### config.mk
export PLATFORM = sky130hd
export DESIGN_NAME = cache_miss_controller
export DESIGN_NICKNAME = d
export VERILOG_FILES = /design/src/rtl/cache_miss_controller.sv
export SDC_FILE = /design/constraint.sdc
export NUM_CORES = 1
export LEC_CHECK = 0
export CELL_PAD_IN_SITES_DETAIL_PLACEMENT = 1
export CELL_PAD_IN_SITES_GLOBAL_PLACEMENT = 1
export CORE_UTILIZATION = 25
export CTS_CLUSTER_DIAMETER = 100
export CTS_CLUSTER_SIZE = 30
export DETAILED_ROUTE_END_ITERATION = 12
export PLACE_DENSITY = 0.68
export SETUP_SLACK_MARGIN = 0.5
export SYNTH_ARGS = -nofsm -noshare
export SYNTH_HDL_FRONTEND = slang
export SYNTH_SLANG_ARGS = --single-unit
### constraint.sdc
create_clock -name clk -period 5.75 [get_ports clk]
set_input_delay 1.15 -clock clk [delete_from_list [all_inputs] [get_ports clk]]
set_output_delay 1.15 -clock clk [all_outputs]
set_load 0.02 [all_outputs]
### src/rtl/cache_miss_controller.sv
// cache_miss_controller
//   Sequences miss handling for a two-way cache. On a miss it stalls the CPU
//   and writes back the evicted word if it is dirty. It then fetches the
//   missed word from RAM and strobes after_miss so the cache replays the
//   access. This block owns the single RAM port.
//
//   Optional feature macro: PERF_COUNTERS_EN. When it is defined, the block
//   adds the saturating miss_count and wb_count outputs.
//
// Ports
//   clk, rst          clock (rising edge), async active-high reset
//   en, cache_miss    CPU access valid / lookup missed (sampled in IDLE only)
//   addr              CPU access address
//   evict_we          evicted word is dirty and must be written back
//   evict_addr/data   evicted word address and data
//   stall             freezes the CPU pipeline
//   after_miss        one-cycle replay strobe to the cache
//   rd_from_ram       fetched word, held until the next fill completes
//   ram_req/we/addr/wd  registered RAM request
//   ram_rd, ram_ready   RAM read data / completion
//   o_state_dbg       current FSM state, for observation only
//   miss_count, wb_count  (PERF_COUNTERS_EN) serviced misses / writebacks
//
// RAM handshake: ram_req is held high together with stable ram_we, ram_addr
// and ram_wd until the RAM answers with ram_ready in the same cycle. When
// ram_req is low, ram_ready is ignored. A writeback that is followed by a fill
// keeps ram_req high and only switches ram_we and ram_addr.
module cache_miss_controller #(
   parameter int DATA_WIDTH = 32,
   parameter int ADDR_WIDTH = 32,
   parameter int CNT_WIDTH  = 16
) (
   input  logic                  clk,
   input  logic                  rst,
   input  logic                  en,
   input  logic                  cache_miss,
   input  logic [ADDR_WIDTH-1:0] addr,
   input  logic                  evict_we,
   input  logic [ADDR_WIDTH-1:0] evict_addr,
   input  logic [DATA_WIDTH-1:0] evict_data,
   output logic                  stall,
   output logic                  after_miss,
   output logic [DATA_WIDTH-1:0] rd_from_ram,
   output logic                  ram_req,
   output logic                  ram_we,
   output logic [ADDR_WIDTH-1:0] ram_addr,
   output logic [DATA_WIDTH-1:0] ram_wd,
   input  logic [DATA_WIDTH-1:0] ram_rd,
   input  logic                  ram_ready,
   output logic [1:0]            o_state_dbg
`ifdef PERF_COUNTERS_EN
   ,
   output logic [CNT_WIDTH-1:0]  miss_count,
   output logic [CNT_WIDTH-1:0]  wb_count
`endif
);

   typedef enum logic [1:0] {
      S_IDLE      = 2'd0,
      S_WRITEBACK = 2'd1,
      S_FILL      = 2'd2,
      S_REPLAY    = 2'd3
   } state_t;

   localparam logic [ADDR_WIDTH-1:0] ALIGN_MASK = {{(ADDR_WIDTH-2){1'b1}}, 2'b00};

   state_t                r_state;
   logic [ADDR_WIDTH-1:0] r_addr;
   logic                  w_start;

   assign w_start     = en & cache_miss & (r_state == S_IDLE);
   assign o_state_dbg = r_state;

   // In IDLE the stall must be raised in the same cycle as the miss, so it
   // cannot be registered. It is gated by rst so that reset clears it at once.
   assign stall = ~rst & ((r_state != S_IDLE) | (en & cache_miss));

`ifdef PERF_COUNTERS_EN
   localparam logic [CNT_WIDTH-1:0] CNT_ONE = CNT_WIDTH'(1);

   always_ff @(posedge clk or posedge rst) begin
      if (rst) begin
         miss_count <= '0;
         wb_count   <= '0;
      end else begin
         if (w_start && (miss_count != '1))
            miss_count <= miss_count + CNT_ONE;
         if ((r_state == S_WRITEBACK) && ram_ready && (wb_count != '1))
            wb_count <= wb_count + CNT_ONE;
      end
   end
`else
   logic [CNT_WIDTH-1:0] w_unused_cnt;
   assign w_unused_cnt = '0;
`endif

   always_ff @(posedge clk or posedge rst) begin
      if (rst) begin
         r_state     <= S_IDLE;
         r_addr      <= '0;
         after_miss  <= 1'b0;
         rd_from_ram <= '0;
         ram_req     <= 1'b0;
         ram_we      <= 1'b0;
         ram_addr    <= '0;
         ram_wd      <= '0;
      end else begin
         case (r_state)
            S_IDLE: begin
               after_miss <= 1'b0;
               if (w_start) begin
                  r_addr  <= addr & ALIGN_MASK;
                  ram_req <= 1'b1;
                  if (evict_we) begin
                     r_state  <= S_WRITEBACK;
                     ram_we   <= 1'b1;
                     ram_addr <= evict_addr & ALIGN_MASK;
                     ram_wd   <= evict_data;
                  end else begin
                     r_state  <= S_FILL;
                     ram_we   <= 1'b0;
                     ram_addr <= addr & ALIGN_MASK;
                  end
               end
            end
            S_WRITEBACK: begin
               // Move straight on to the fill: ram_req stays high.
               if (ram_ready) begin
                  r_state  <= S_FILL;
                  ram_we   <= 1'b0;
                  ram_addr <= r_addr;
               end
            end
            S_FILL: begin
               if (ram_ready) begin
                  rd_from_ram <= ram_rd;
                  ram_req     <= 1'b0;
                  ram_we      <= 1'b0;
                  after_miss  <= 1'b1;
                  r_state     <= S_REPLAY;
               end
            end
            S_REPLAY: begin
               after_miss <= 1'b0;
               r_state    <= S_IDLE;
            end
            default: r_state <= S_IDLE;
         endcase
      end
   end

endmodule

==> metrics.txt, run 1 <==
status finished, final reports clean; most common cell in the netlist dfrtp_1; minimum clock period after layout 3870 ps; Wirelength per Cell 17.5 µm; fin crit share 0.673; WHS a little over 500 ps; ys flop type dfrtp_1; DIE WIDTH 153 µm; clock-pin slew on the worst setup and hold paths approximately 60 ps; Root Buffer clkbuf_16; die height ~150 µm; clk_skew ~8 ps; Ys Warns 0; Leakage between 0.003 and 0.004 µW; largest net degree at the start of global routing 105; ant diodes 0; Gate Count Post-Synth approximately 400; global-route wire length before repair ~26000 µm; nets@finish around 770; final core utilization 0.402; gr usage total 0.146; worst hold path type reg2reg; Worst setup SP type input port; Multi-input gate area 2330 µm²; Initial DRC Count 78; Max Root-Sink Buffers 2; Final Setup Violations 0; Relative slew margins 0.298; Post-DP HPWL ~11000 µm; final hold violations 0; CP max FO 7; leading area contributor after synthesis dfrtp_1; total number of vias 4073; # port buffers about 230; #FFs+latches synth ~130; met2 WL 8010 µm; Flop pwr share 0.313; H-tree depth 4; count of flip-flops with a built-in enable after synthesis 0; fraction of registers with async set/reset 1.00; Area growth, synth to finish 55.6%; Final ANT Viol Nets 0; fillcell total 2289; Initial Util 0.258; Sw Pwr roughly 1800 µW; share of post-route cells with drive strength above 1 0.264; TritonRoute pass-1 iters 5; crit path capture type output port; met3 routed WL 1310 µm; area share of the largest cell type after synthesis 0.566; GR Overflow Total 0; TritonCTS clock tree yes; CTS sink cnt ~130; max-slew violations 0; WP data required 4600 ps; clock power share 0.218; Area contributors post-synth dfrtp_1 (57%), mux2_2 (19%), mux2_4 (7.9%); cts hold-fix bufs 0; pre-CTS setup slack 1870 ps; Yosys cell types 25; die area 23400 µm²; crit path kind in2out; Logic pwr share 0.469; Mean Syn Cell Area 14.2 µm²; clk_lat worst skew ~400 ps; Resized cells post-CTS 0; core area between 20000 and 25000 µm²; Net Sw Frac 0.341; # Max-Cap Violations 0; Num CTS Buffers 17; top routing layer in use met4; Peak VDD IR 0.000224 V; FMAX 259 MHz; wl on met1 6630 µm; Worst Tran Pin Value 1050 ps; Worst Path Arrival between 2000 and 3000 ps; io pins 236; number of core rows 54; synth cell count leaders dfrtp_1 (129), mux2_2 (95), mux2i_1 (35), nand2_1 (33), o21ai_0 (32); antenna violations before repair 0; post-route setup TNS 0 ps; Synth Cell Area ~5700 µm²; Pwr Density 585 nW/µm²; RSZ-0062 raised after global routing no; Int Pwr 3420 µW; DRC violation count after routing 0; vias in the first global route 4663; post-route setup slack ~1900 ps; Via density about 4.4; routability cong. approximately 0.7; sequential fraction of the synthesis area 0.566; final WL 16100 µm; Final Power a little over 5000 µW; Storage cell area 3230 µm²; post-CTS setup buffer count 0
==> critical path, stage by stage <==
cell and delay (ps):
clkdlybuf4s50_1 670, a21boi_2 170, nor2_1 120, clkdlybuf4s50_1 610
==> stage by stage <==
stage	std cells	cell area, µm²
after floorplan	403	5710
after global placement	892	8250
after detailed placement	892	8250
after CTS	924	8870
after global routing	924	8870
final	924	8870
==> worst paths after layout <==
kind | to | start | slack [ps] | cells after the start
max | stall | cache_miss | 1880 | 4
min | ram_wd[30] | ram_wd[30] | 500 | 1
max reg2reg | ram_addr[18] | o_state_dbg[0] | 3110 | 6
min reg2reg | ram_wd[30] | ram_wd[30] | 500 | 1
max in group asynchronous | ram_wd[6] | rst | 3420 | 3
min in group asynchronous | ram_addr[29] | rst | 1380 | 2
==> power by group through the flow <==
| stage | combinational [µW] | clock (µW) | sequential, µW |
|---|---|---|---|
| global placement | 2420 | 0 | 1600 |
| global route | 2610 | 1210 | 1690 |
| finish | 2440 | 1130 | 1630 |
| detailed placement | 2480 | 0 | 1640 |
| floorplan | 1010 | 0 | 2030 |
| CTS | 2490 | 1170 | 1630 |
==> placed cells by master (no fill, tap or decap) <==
cell               n
a21bo_2            1
clkinv_2           3
nand3_2            1
a22o_1             1
mux2i_1           35
nand3_1            1
clkinvlp_4         2
clkbuf_16         17
a21boi_2           1
mux2_2            95
clkdlybuf4s50_1  228
nand4_2            1
o21ai_0           32
ha_1               3
nor2b_1            1
a31oi_1            1
inv_6              3
clkinv_4           2
nand2_1           33
buf_2              1
conb_1             2
nor2_1             2
buf_4              5
o2bb2ai_1          2
inv_1              3
bufinv_16          3
ha_2               1
nor2_4             1
dfrtp_1          129
o31ai_1            1
mux2_4            30
clkbuf_8           3
==> logic make-up after synthesis <==
family / after synthesis / share of synthesized area
compound gates: 39 / 0.0388
fa+ha+maj: 4 / 0.00877
buf+inv: 29 / 0.0287
flops: 129 / 0.566
mux: 160 / 0.328
other cells: 1 / 0.000657
simple gates: 40 / 0.0292
==> flip-flops by register name, summed over array words and instances (netlist names) <==
name / count
o_state_dbg: 2
after_miss: 1
r_addr: 30
rd_from_ram: 32
ram_req: 1
ram_wd: 32
ram_we: 1
ram_addr: 30
==> area by class of cell <==
type,instances,area share
sequential,129,0.364
clock buffer,20,0.0526
tap,280,0.0395
inverter,4,0.00226
clock inverter,12,0.0175
multi-input combinational,245,0.262
timing repair buffer,234,0.262
==> routing by layer <==
layer,up-vias,global-route usage
met5,-,0
met1,2039,0.166
met3,13,0.0564
met4,0,0.0500
li1,1872,-
met2,149,0.247
(Power assumes the default switching activity.)
==> run 2, diff against run 1 <==
clock period = 4 ns   (was 5.75 ns; I/O delays follow)
==> run 2 against run 1 <==
Compared with the run above: utilization rose by 0.25 points; non-clock buffer count did not move; largest cell class unchanged; cell count rose by 0.11%; combinational power rose by 44%; register-to-register slack got worse by 1600 ps; via count rose by 0.37%; critical path depth did not move.
==> metrics.txt, run 2 (synthesis gave the netlist of run 1 again) <==
sum of buffers and inverters on the critical path 2; Final ANT Viol Nets 0; clk_skew 6.11 ps; # port buffers ~230; # Max-Cap Violations 0; fin crit share 0.789; RSZ-0062 raised after global routing no; Worst Path Arrival about 2400 ps; io pins around 240; die height 153 µm; minimum clock period after layout 3160 ps; hold_sp ram_wd[9]; crit path cell chain clkdlybuf4s50_1, a21boi_2, nor2_1, clkdlybuf4s50_1; commonest non-fill, non-tap cells in the layout clkdlybuf4s50_1 (228), dfrtp_1 (129), mux2_2 (95); global-route wire length before repair between 20000 and 30000 µm; final hold violations 0; Resized cells post-CTS 0; max-slew violations 0; nets@finish 769; GR Overflow Total 0; worst hold path type reg2reg; TritonRoute pass-1 iters 4; post-route setup TNS 0 ps; Worst Tran Pin Value 1050 ps; Pwr Density about 850 nW/µm²; share of post-route cells with drive strength above 1 0.261; slowest CP cell clkdlybuf4s50_1; CTS sink cnt 129; Num CTS Buffers 17; antenna violations before repair 1; Post-DP HPWL 11300 µm; WHS 503 ps; Leakage 0.00379 µW; number of core rows 54; Relative slew margins 0.296; Max Root-Sink Buffers 2; crit path capture type output port; Initial DRC Count 92; FMAX about 320 MHz; most frequent cell on the critical path clkdlybuf4s50_1; Final Setup Violations 0; CP max FO 7; Worst setup SP type input port; reg2reg start o_state_dbg[0]; H-tree depth 4; core area roughly 22000 µm²; Crit path largest cell delay 660 ps; gr usage total 0.145; most common cell after layout, fill and taps aside clkdlybuf4s50_1; Area growth, synth to finish 56.5%; cts hold-fix bufs 0; Initial Util 0.258; vias in the first global route 4784; status finished, final reports clean; largest net degree at the start of global routing 130; Wirelength per Cell 17.5 µm; total number of vias 4088; post-CTS setup buffer count 0; Regs by FF count ram_wd (32), rd_from_ram (32); Peak VDD IR 0.000357 V; final WL 16100 µm; clock-pin slew on the worst setup and hold paths 60 ps; Via density about 4.4; DIE WIDTH between 150 and 200 µm; routability cong. 0.725; Root Buffer clkbuf_16; crit path kind in2out; TritonCTS clock tree yes; clk_lat worst skew 410 ps; CP Launch Point en; DRC violation count after routing 0; WP data required 3200 ps; die area 23400 µm²; top cell family by delay on the critical path buffers and inverters
[run 2: cell types whose count changed in the layout (fill, tap and decap cells not counted), sizes merged]
cell,previous run,this run
bufinv,3,5
clkinv,5,3
clkinvlp,2,3
diode,0,1
inv,6,5
[run 2: path summary, 6_finish.rpt]
check	slack, ps	cells past startpoint	to
max	840	4	stall
min	500	1	ram_wd[9]
max reg2reg	1480	4	ram_wd[28]
min reg2reg	500	1	ram_wd[9]
max in group asynchronous	2450	3	ram_addr[23]
min in group asynchronous	990	3	ram_wd[2]
[run 2: per-layer routing]
| metal | global-route usage | part of all wire | up-vias | routed length [µm] |
|---|---|---|---|---|
| met4 | 0.0495 | 0.014 | 0 | 219 |
| met5 | 0 | 0 | - | 0 |
| li1 | - | - | 1872 | - |
| met1 | 0.160 | 0.39 | 2057 | 6370 |
| met2 | 0.249 | 0.51 | 145 | 8200 |
| met3 | 0.0612 | 0.084 | 14 | 1360 |
[run 2: layout make-up]
| type | count | area (µm²) |
|---|---|---|
| Fill cell | 2282 | 13200 |
| Sequential cell | 129 | 3230 |
| Timing Repair Buffer | 234 | 2350 |
| Multi-Input combinational cell | 245 | 2330 |
| Clock buffer | 20 | 447 |
| Tap cell | 280 | 350 |
| Clock inverter | 12 | 205 |
| Inverter | 4 | 18.8 |
| Antenna cell | 1 | 2.50 |
[run 2: power by group]
part           switching [µW]  leakage (µW)  internal [µW]  total (µW)
Clock                     599      0.000311           1130        1730
Sequential                368       0.00155           1980        2340
Combinational            1580       0.00193           1930        3510
[run 2: metrics by stage]
stage	instance area, µm²	total power (µW)	utilization	cells	setup WS (ps)
floorplan	5710	4360	-	403	1600
global route	8930	8030	0.404	925	793
detailed placement	8280	5930	0.375	892	831
CTS	8930	7720	0.404	924	830
finish	8930	7580	0.404	925	843
global placement	8280	5790	0.375	892	864
==> run 3, diff against run 2 <==
clock period = 2.92 ns   (was 4 ns; I/O delays follow)
==> run 3 against run 2 <==
Compared with the run above: clock skew is 3.1 ps higher; worst hold slack worse by 1.8 ps; largest cell class unchanged; non-clock buffer count is 6 higher; highest routed layer unchanged; global-route usage is 0.19 points higher; flip-flop and latch count stayed put; register-to-register slack worse by 540 ps.
==> metrics.txt, run 3 (synthesis gave the netlist of run 1 again) <==
status finished, final reports clean; TritonCTS clock tree yes; clock power share 0.217; Root Buffer clkbuf_16; Pwr Density about 1100 nW/µm²; # port buffers ~230; Hold Path Depth 1; final hold violations 0; cts hold-fix bufs 0; clk_skew 9.26 ps; Initial DRC Count 85; dpl cells 897; non-filler cells, final 930; DRC violation count after routing 0; WP data required 2340 ps; commonest non-fill, non-tap cells in the layout clkdlybuf4s50_1 (227), dfrtp_1 (129), mux2_2 (95); nets@finish 775; CTS sink cnt between 100 and 150; Num CTS Buffers 17; fillcell total 2287; post-route setup TNS 0 ps; die area around 23000 µm²; Worst Tran Pin Value about 530 ps; gr usage total 0.147; Post-DP HPWL 11500 µm; Wirelength per Cell 17.5 µm; Relative slew margins 0.644; Max Root-Sink Buffers 2; post-route setup slack 595 ps; crit path kind reg2out; vias in the first global route 4836; share of post-route cells with drive strength above 1 0.274; Logic pwr share 0.472; worst hold path type reg2reg; TritonRoute pass-1 iters 4; number of core rows 54; Int Pwr 6780 µW; routability cong. between 0.7 and 0.8; Placed Area 8350 µm²; clock-pin slew on the worst setup and hold paths 60 ps; core area 22100 µm²; FMAX approximately 430 MHz; crit path capture type output port; Net Sw Frac 0.343; total number of vias a little over 4000; fin crit share 0.796; Worst Path Arrival 1740 ps; Leakage 0.00382 µW; CP max FO 8; io pins 236; antenna violations before repair 0; GR Overflow Total 0; Final Setup Violations 0; Flop pwr share 0.311; final WL 16200 µm; pre-CTS setup slack about 380 ps; die height between 150 and 200 µm; clk_lat worst skew a little over 400 ps; global-route wire length before repair 26600 µm; Sw Pwr 3550 µW; RSZ-0062 raised after global routing no; DIE WIDTH 153 µm; most common cell after layout, fill and taps aside clkdlybuf4s50_1; minimum clock period after layout approximately 2300 ps; Worst setup SP type flip-flop; max-slew violations 0; # Max-Cap Violations 0; ant diodes 0; Via density roughly 4.4; Final ANT Viol Nets 0; R2R depth 5; Peak VDD IR 0.000511 V; Initial Util 0.258; design area 8990 µm²; Regs by FF count ram_wd (32), rd_from_ram (32); H-tree depth 4; Area growth, synth to finish 57.7%; largest net degree at the start of global routing 73
[run 3: cell types whose count changed in the layout (fill, tap and decap cells not counted), moves of 2 or more]
cell       previous run  this run
buf_4                 3         6
buf_12                2         5
clkinv_4              2         4
bufinv_16             5         3
inv_1                 3         1
inv_6                 2         4
inv_2                 0         2
[run 3: layer usage]
metal	wire length, µm	part of all wire	vias up	GRT usage
li1	-	-	1882	-
met1	6550	0.40	2058	0.166
met2	8170	0.50	144	0.250
met3	1380	0.085	11	0.0652
met4	146	0.0090	0	0.0404
met5	0	0	-	0
[run 3: timing repair]
action / 4_1_cts / 5_1_grt
resized for setup: 5 / 1
setup endpoints to repair: 1 / 1
pin swaps: 0 / 0
setup buffers: 0 / 1
[run 3: power by group through the flow]
stage	sequential, µW	clock [µW]	combinational (µW)
after floorplan	3990	0	1990
after global placement	3170	0	4780
after detailed placement	3240	0	4900
after CTS	3220	2330	4950
after global routing	3340	2420	5210
final	3210	2240	4870
[run 3: cell type report]
cell class | instances | area (µm²) | area share
repair buffers | 240 | 2430 | 0.270
well taps | 280 | 350 | 0.0389
clock inverters | 13 | 175 | 0.0195
flip-flops and latches | 129 | 3230 | 0.359
inverters | 4 | 18.8 | 0.00209
clock buffers | 19 | 443 | 0.0492
multi-input cells | 245 | 2350 | 0.261
[run 3: final timing paths]
path,slack (ps),from,end
setup / recovery,590,o_state_dbg[0],stall
hold / removal,500,ram_wd[27],ram_wd[27]
setup reg to reg,940,o_state_dbg[1],ram_addr[24]
hold reg to reg,500,ram_wd[27],ram_wd[27]
max in group asynchronous,1880,rst,r_addr[29]
min in group asynchronous,680,rst,ram_wd[4]
[run 3: per-stage QoR]
stage | utilization | total power, µW | hold slack, ps
after global placement | 0.378 | 7950 | 487
after detailed placement | 0.378 | 8130 | 492
after global routing | 0.407 | 11000 | 511
after CTS | 0.407 | 10500 | 505
after floorplan | - | 5980 | 479
final | 0.407 | 10300 | 501
[run 3: critical path: stages (launching register included)]
cell and delay [ps]:
dfrtp_1 410, inv_2 120, ha_4 200, a21boi_4 230, nor2_1 50, dlygate4sd2_1 320
